### config.mk
export PLATFORM = sky130hd
export DESIGN_NAME = mux_readout
export DESIGN_NICKNAME = d
export VERILOG_FILES = /design/src/rtl/mux_readout.sv
export SDC_FILE = /design/constraint.sdc
export NUM_CORES = 1
export LEC_CHECK = 0
export BUFFER_PORTS_ARGS = -buffer_cell sky130_fd_sc_hd__buf_2
export CORE_MARGIN = 8
export CORE_UTILIZATION = 41
export DETAILED_ROUTE_END_ITERATION = 7
export HOLD_SLACK_MARGIN = 0.08
export MAX_ROUTING_LAYER = met4
export PLACE_DENSITY = 0.87
export SLEW_MARGIN = 10
export SYNTH_ARGS = -nofsm -noshare
export SYNTH_HDL_FRONTEND = slang
export SYNTH_SLANG_ARGS = --single-unit
### constraint.sdc
create_clock -name clk -period 2.73 [get_ports clk]
set_clock_uncertainty 0.2 [all_clocks]
set_input_delay 0 -clock clk [delete_from_list [all_inputs] [get_ports clk]]
set_output_delay 0 -clock clk [all_outputs]
set_load 0.05 [all_outputs]
### src/rtl/mux_readout.sv
// N-way MCU read mux: IDLE->WAIT->HOLD handshake with registered data/ack/err/busy; ack 2 cycles after rd_req when data valid.
// Optional WAIT timeout enabled by defining MUX_READOUT_TIMEOUT_EN (otherwise TIMEOUT is only range-checked).
module mux_readout #(
  parameter int N       = 4,
  parameter int WIDTH   = 16,
  parameter int TIMEOUT = 255
) (
  input  logic                 clk,
  input  logic                 reset,
  input  logic [$clog2(N)-1:0] cs_addr,
  input  logic                 rd_req,
  input  logic [N*WIDTH-1:0]   module_outputs,
  input  logic [N-1:0]         module_valid,
  output logic [WIDTH-1:0]     output_to_mc,
  output logic                 rd_ack,
  output logic                 rd_err,
  output logic                 busy
);

  localparam int AW = $clog2(N);

  if (N < 2) begin : g_chk_n
    $error("mux_readout: N must be >= 2");
  end
  if (TIMEOUT < 1 || TIMEOUT > 65535) begin : g_chk_timeout
    $error("mux_readout: TIMEOUT must be within 1..65535");
  end

  typedef enum logic [1:0] {
    S_IDLE = 2'd0,
    S_WAIT = 2'd1,
    S_HOLD = 2'd2
  } state_t;

  state_t           r_state;
  state_t           w_state_nxt;
  logic [AW-1:0]    r_addr;
  logic [AW-1:0]    w_addr_nxt;
  logic [WIDTH-1:0] r_data;
  logic [WIDTH-1:0] w_data_nxt;
  logic             r_ack;
  logic             w_ack_nxt;
  logic             r_err;
  logic             w_err_nxt;
  logic             r_busy;
  // Set once rd_req has been seen low; a new transaction only starts while armed.
  logic             r_armed;
  logic             w_start;
  logic             w_addr_bad;
  logic [WIDTH-1:0] w_slice;
  logic             w_slice_vld;

`ifdef MUX_READOUT_TIMEOUT_EN
  logic [15:0]      r_cnt;
  logic             w_timeout;
  assign w_timeout = (r_cnt == 16'(TIMEOUT - 1));
`endif

  assign w_addr_bad  = (32'(cs_addr) >= 32'(N));
  assign w_slice     = module_outputs[32'(r_addr) * WIDTH +: WIDTH];
  assign w_slice_vld = module_valid[r_addr];
  assign w_start     = (r_state == S_IDLE) && rd_req && r_armed;

  always_comb begin
    w_state_nxt = r_state;
    w_addr_nxt  = r_addr;
    w_data_nxt  = r_data;
    w_ack_nxt   = r_ack;
    w_err_nxt   = r_err;
    case (r_state)
      S_IDLE: begin
        w_ack_nxt = 1'b0;
        w_err_nxt = 1'b0;
        if (w_start) begin
          w_addr_nxt = cs_addr;
          if (w_addr_bad) begin
            w_state_nxt = S_HOLD;
            w_err_nxt   = 1'b1;
            w_data_nxt  = '0;
          end else begin
            w_state_nxt = S_WAIT;
          end
        end
      end
      S_WAIT: begin
        if (!rd_req) begin
          w_state_nxt = S_IDLE;
        end else if (w_slice_vld) begin
          w_state_nxt = S_HOLD;
          w_ack_nxt   = 1'b1;
          w_data_nxt  = w_slice;
        end
`ifdef MUX_READOUT_TIMEOUT_EN
        else if (w_timeout) begin
          w_state_nxt = S_HOLD;
          w_err_nxt   = 1'b1;
          w_data_nxt  = '0;
        end
`endif
      end
      S_HOLD: begin
        if (!rd_req) begin
          w_state_nxt = S_IDLE;
          w_ack_nxt   = 1'b0;
          w_err_nxt   = 1'b0;
        end
      end
      default: begin
        w_state_nxt = S_IDLE;
        w_ack_nxt   = 1'b0;
        w_err_nxt   = 1'b0;
      end
    endcase
  end

  always_ff @(posedge clk or negedge reset) begin
    if (!reset) begin
      r_state <= S_IDLE;
      r_addr  <= '0;
      r_data  <= '0;
      r_ack   <= 1'b0;
      r_err   <= 1'b0;
      r_busy  <= 1'b0;
      r_armed <= 1'b0;
    end else begin
      r_state <= w_state_nxt;
      r_addr  <= w_addr_nxt;
      r_data  <= w_data_nxt;
      r_ack   <= w_ack_nxt;
      r_err   <= w_err_nxt;
      r_busy  <= (w_state_nxt == S_WAIT);
      if (!rd_req) begin
        r_armed <= 1'b1;
      end else if (w_start) begin
        r_armed <= 1'b0;
      end
    end
  end

`ifdef MUX_READOUT_TIMEOUT_EN
  // Counter idles at zero outside WAIT, so every WAIT entry starts from 0.
  always_ff @(posedge clk or negedge reset) begin
    if (!reset) begin
      r_cnt <= '0;
    end else if (r_state != S_WAIT) begin
      r_cnt <= '0;
    end else begin
      r_cnt <= r_cnt + 16'd1;
    end
  end
`endif

  assign output_to_mc = r_data;
  assign rd_ack       = r_ack;
  assign rd_err       = r_err;
  assign busy         = r_busy;

endmodule

==> metrics.txt, run 1 <==
Leak=1.12 nW; final core occ=roughly 69%; r2r setup slk=about 0.28 ns; Die Area=roughly 5400 µm²; gr ovfl total=0; Synth Area per Inst=17.0 µm²; share of the synthesized area in the top cell type=42.3%; CTS Hold Bufs=39; main combinational cell family by area after synthesis=multiplexers; XOR/XNOR Fraction of Synth Area=0%; initial antenna violation count=0; Detailed Route WL=between 4000 and 5000 µm; Synth area leader=dfrtp_1; Slew Limit Fails=0; remaining routing DRC violations=0; crit start category=register; Min-Delay Path Class=in2reg; final worst path period need=2.45 ns; max-capacitance violation count=0; Worst Setup End Kind=register; Tot Pwr=approximately 2.3 mW; DR iter-0 viols=52; core footprint=about 3300 µm²; Synth-to-Final Area Change=65.3%; GRT Total Usage=between 15 and 20%; R2R cell count=4; DPL Wire Length=3090 µm; Tcrit/Tclk final=89.8%; fin worst setup slack=0.279 ns; # IOs=92; ranking of synthesized cells by area=dfrtp_1, mux4_2, mux4_1; Starting Density=41.7%; Rows=21; CP required=~2.7 ns; Die Width=between 70 and 80 µm; Synth Area in Adders=0%; clk_lat worst skew=0.31 ns; CTS tree=yes; actual slew at the worst max-slew pin=1.01 ns; R2R Path End=output_to_mc[6]$_DFFE_PN0P_; Gate Count Post-Synth=80; Synth warnings=0; FMAX=0.408 GHz; CTS Buf Count=3; Hold EP=r_armed$_DFFE_PN0P_; routed len/inst=17.1 µm; largest net degree at the start of global routing=24; H-tree depth=1; post-synthesis simple-gate area fraction=5.15%; outcome=completed; Mapped Area=roughly 1400 µm²; root buf cell=clkbuf_4; dpl ws=slightly above 0.8 ns; vias in the first global route=between 1,000 and 1,500; crit path kind=reg2reg; Final setup viols=0; final setup TNS=0 ns; Via density=around 4.9; final hold vios=0; Antenna Cells=0; post-CTS sizing=0; Setup Buffers After CTS=0; first-pass GRT wire length=roughly 6600 µm; PD cells=1030 nW/µm²; share of cells above drive strength 1=60.3%; Critical Path AT=2.46 ns; clock slew at reported path FFs=0.13 ns; compound-cell area share of the yosys netlist=1.47%; Clock Sink Count=23; Slew headroom=32.6%; Crit Reg-Reg Startpoint=r_addr[0]$_DFFE_PN0P_; hold path startpoint=rd_req; die span in y=73.6 µm; I/O Buffers=90; Via Count=1,251; maximum vdd drop=around 470 µV; hold path cells=3; GP Congestion=0.712; Pre-antenna DRT Iters=4; maximum buffer depth of the clock tree=2; net count reported at finish=around 280; RSZ-0062 raised after global routing=false; mux cell area share after synthesis=46.9%; crit-path max FO=17; Mapped Nets=153; Yosys reg bits=23; register area share after synthesis=42.3%; Yosys cell types=19; antenna-violating nets left=0
sequential cells by signal, summed over array words and instances (netlist names):
name          count
output_to_mc     16
r_addr            2
r_state           2
busy              1
r_armed           1
rd_ack            1
stage by stage:
step,std cells,instance area (µm²),hold WS [ns]
CTS,255,2250,0.269
detailed placement,212,1830,-0.214
finish,255,2250,0.260
global route,255,2250,0.280
global placement,212,1830,-0.210
floorplan,80,1360,-0.496
cells in the final DEF, fill, tap and decap left out:
cell,instances
conb_1,1
mux4_1,6
nand2_1,4
dlygate4sd3_1,39
mux2_4,8
buf_4,2
nand3_1,2
clkinv_2,1
mux4_2,11
buf_2,90
nand3_4,1
a21oi_1,2
dfrtp_1,23
o21ai_0,2
and3b_1,1
nor2b_1,3
clkbuf_4,3
mux2_2,10
worst max-delay path, cell delays in order, from the launching register on:
cell and delay (ns):
dfrtp_1 0.39, buf_4 0.31, mux4_1 0.59, dlygate4sd3_1 0.57, mux2_2 0.27
kinds of logic after synthesis:
logic type / after synthesis
buffers and inverters: 6
AO/OA/AOI/OAI: 4
multiplexers: 35
AND/OR/NAND/NOR: 11
flip-flops: 23
other: 1
metal layers:
layer	wire, µm	GRT usage [%]
met5	0	-
met4	109	8.43
met3	164	2.18
met2	2520	30.5
met1	1560	17.1
Yosys cell counts, drive strengths merged:
master and number:
nand3 3, conb 1, clkbuf 1, buf 5, dfrtp 23, nor2b 3, mux2 18, a21oi 2
mux4 17, o21ai 2, and3b 1, nand2 4
report_power, final:
group / total (mW) / internal (mW) / switching (mW)
Combinational: 1.57 / 0.735 / 0.831
Clock: 0.157 / 0.0548 / 0.102
Sequential: 0.594 / 0.496 / 0.0978
area by class of cell:
cell class                      instances  area (µm²)
Fill cell                             237        1010
Timing Repair Buffer                  131         856
Multi-Input combinational cell         51         732
Sequential cell                        23         576
Tap cell                               46        57.6
Clock buffer                            3        22.5
Clock inverter                          1        5.00
worst max-delay path by stage:
stage | startpoint | end | depth (start not counted)
after detailed placement | r_addr[0]$_DFFE_PN0P_ | output_to_mc[6]$_DFFE_PN0P_ | 3
after global routing | r_addr[0]$_DFFE_PN0P_ | output_to_mc[6]$_DFFE_PN0P_ | 4
after CTS | r_addr[0]$_DFFE_PN0P_ | output_to_mc[6]$_DFFE_PN0P_ | 4
final | r_addr[0]$_DFFE_PN0P_ | output_to_mc[6]$_DFFE_PN0P_ | 4
after floorplan | r_addr[0]$_DFFE_PN0P_ | output_to_mc[0]$_DFFE_PN0P_ | 5
after global placement | r_addr[0]$_DFFE_PN0P_ | output_to_mc[9]$_DFFE_PN0P_ | 3
No activity file was read; power rests on OpenSTA's default activity.
==> inputs of run 2 (changes only) <==
- CORE_MARGIN: 8 -> 2
==> metrics.txt, run 2 (synthesis gave the netlist of run 1 again) <==
DPL Wire Length=between 2000 and 3000 µm; crit path kind=reg2reg; core footprint=3100 µm²; max reg flops=16; Final Non-Filler Cells=253; routed len/inst=15.4 µm; Pre-antenna DRT Iters=4; largest net degree at the start of global routing=24; CTS Hold Bufs=39; Final setup viols=0; Via density=between 4 and 5; # fillers=231; PD cells=around 1000 nW/µm²; Min-Delay Path Class=in2reg; Die Width=about 62 µm; GP Congestion=0.730; most frequent cells in the layout=buf_2, dlygate4sd3_1, dfrtp_1; die span in y=about 62 µm; final setup TNS=0 ns; net count reported at finish=283; final hold vios=0; GRT Total Usage=between 20% and 30%; remaining routing DRC violations=0; gr ovfl total=0; clk_lat worst skew=approximately 0.3 ns; storage element area=576 µm²; vias in the first global route=1,414; initial antenna violation count=0; # IOs=92; Worst Setup End Kind=register; Clock Sink Count=23; Leak=1.12 nW; CTS Buf Count=3; Post-Place Cells=210; FMAX=0.408 GHz; Synth-to-Final Area Change=65.0%; actual slew at the worst max-slew pin=approximately 1 ns; max-capacitance violation count=0; Die Area=3790 µm²; DR iter-0 viols=65; crit-path max FO=17; post-CTS sizing=0; Antenna Cells=0; H-tree depth=1; root buf cell=clkbuf_4; Slew Limit Fails=0; Rows=20; area of the multi-input gates=732 µm²; antenna-violating nets left=0; first-pass GRT wire length=6220 µm; Via Count=1,243; maximum buffer depth of the clock tree=2; Starting Density=between 40% and 50%; Critical Path AT=2.46 ns; crit start category=register; Tcrit/Tclk final=between 80% and 90%; commonest non-fill, non-tap cell in the layout=buf_2; outcome=completed; Setup Buffers After CTS=0; final worst path period need=2.45 ns; I/O Buffers=90; CP required=approximately 2.7 ns; Detailed Route WL=3900 µm; CTS tree=yes; maximum vdd drop=458 µV; clock slew at reported path FFs=roughly 0.13 ns; share of cells above drive strength 1=59.8%; Slew headroom=32.8%; RSZ-0062 raised after global routing=false
-- run 2: worst max-delay path, cell delays in order (launching register included) --
cell and delay (ns):
dfrtp_1 0.40, buf_4 0.32, mux4_1 0.61, dlygate4sd3_1 0.58
mux2_2 0.26
-- run 2: power breakdown --
group | internal (mW) | switching (mW)
Clock | 0.0569 | 0.0962
Sequential | 0.496 | 0.0921
Combinational | 0.736 | 0.824
-- run 2: metal layers --
layer / track usage (%) / vias up / share of wire, %
met5: - / - / 0
met4: 11.6 / 0 / 2.7
met3: 3.15 / 10 / 4.7
met2: 46.0 / 58 / 57
met1: 22.1 / 599 / 35
li1: - / 576 / -
-- run 2: area by class of cell --
type / count / area share, %
repair buffers: 131 / 38.1
multi-input cells: 51 / 32.6
flip-flops and latches: 23 / 25.6
well taps: 44 / 2.45
clock buffers: 4 / 1.17
-- run 2: final timing paths --
check | from | endpoint | slack (ns) | depth (start not counted)
worst min-delay path | rd_req | r_armed$_DFFE_PN0P_ | 0.27 | 3
min in group asynchronous | reset | output_to_mc[10]$_DFFE_PN0P_ | 0.72 | 3
worst max-delay path | r_addr[0]$_DFFE_PN0P_ | output_to_mc[4]$_DFFE_PN0P_ | 0.28 | 4
worst max register to register | r_addr[0]$_DFFE_PN0P_ | output_to_mc[4]$_DFFE_PN0P_ | 0.28 | 4
worst min register to register | output_to_mc[14]$_DFFE_PN0P_ | output_to_mc[14]$_DFFE_PN0P_ | 0.32 | 1
max in group asynchronous | reset | output_to_mc[0]$_DFFE_PN0P_ | 1.00 | 3
-- run 2: stage by stage --
stage / instance area (µm²) / total power, mW / worst slack (ns) / util [%] / hold slack [ns]
finish: 2240 / 2.30 / 0.281 / 72.3 / 0.269
global route: 2240 / 2.42 / 0.162 / 72.3 / 0.279
CTS: 2240 / 2.29 / 0.293 / 72.3 / 0.275
detailed placement: 1830 / 1.92 / 0.782 / 58.9 / -0.205
global placement: 1830 / 1.88 / 0.830 / 58.9 / -0.216
floorplan: 1360 / 1.65 / 0.797 / - / -0.496
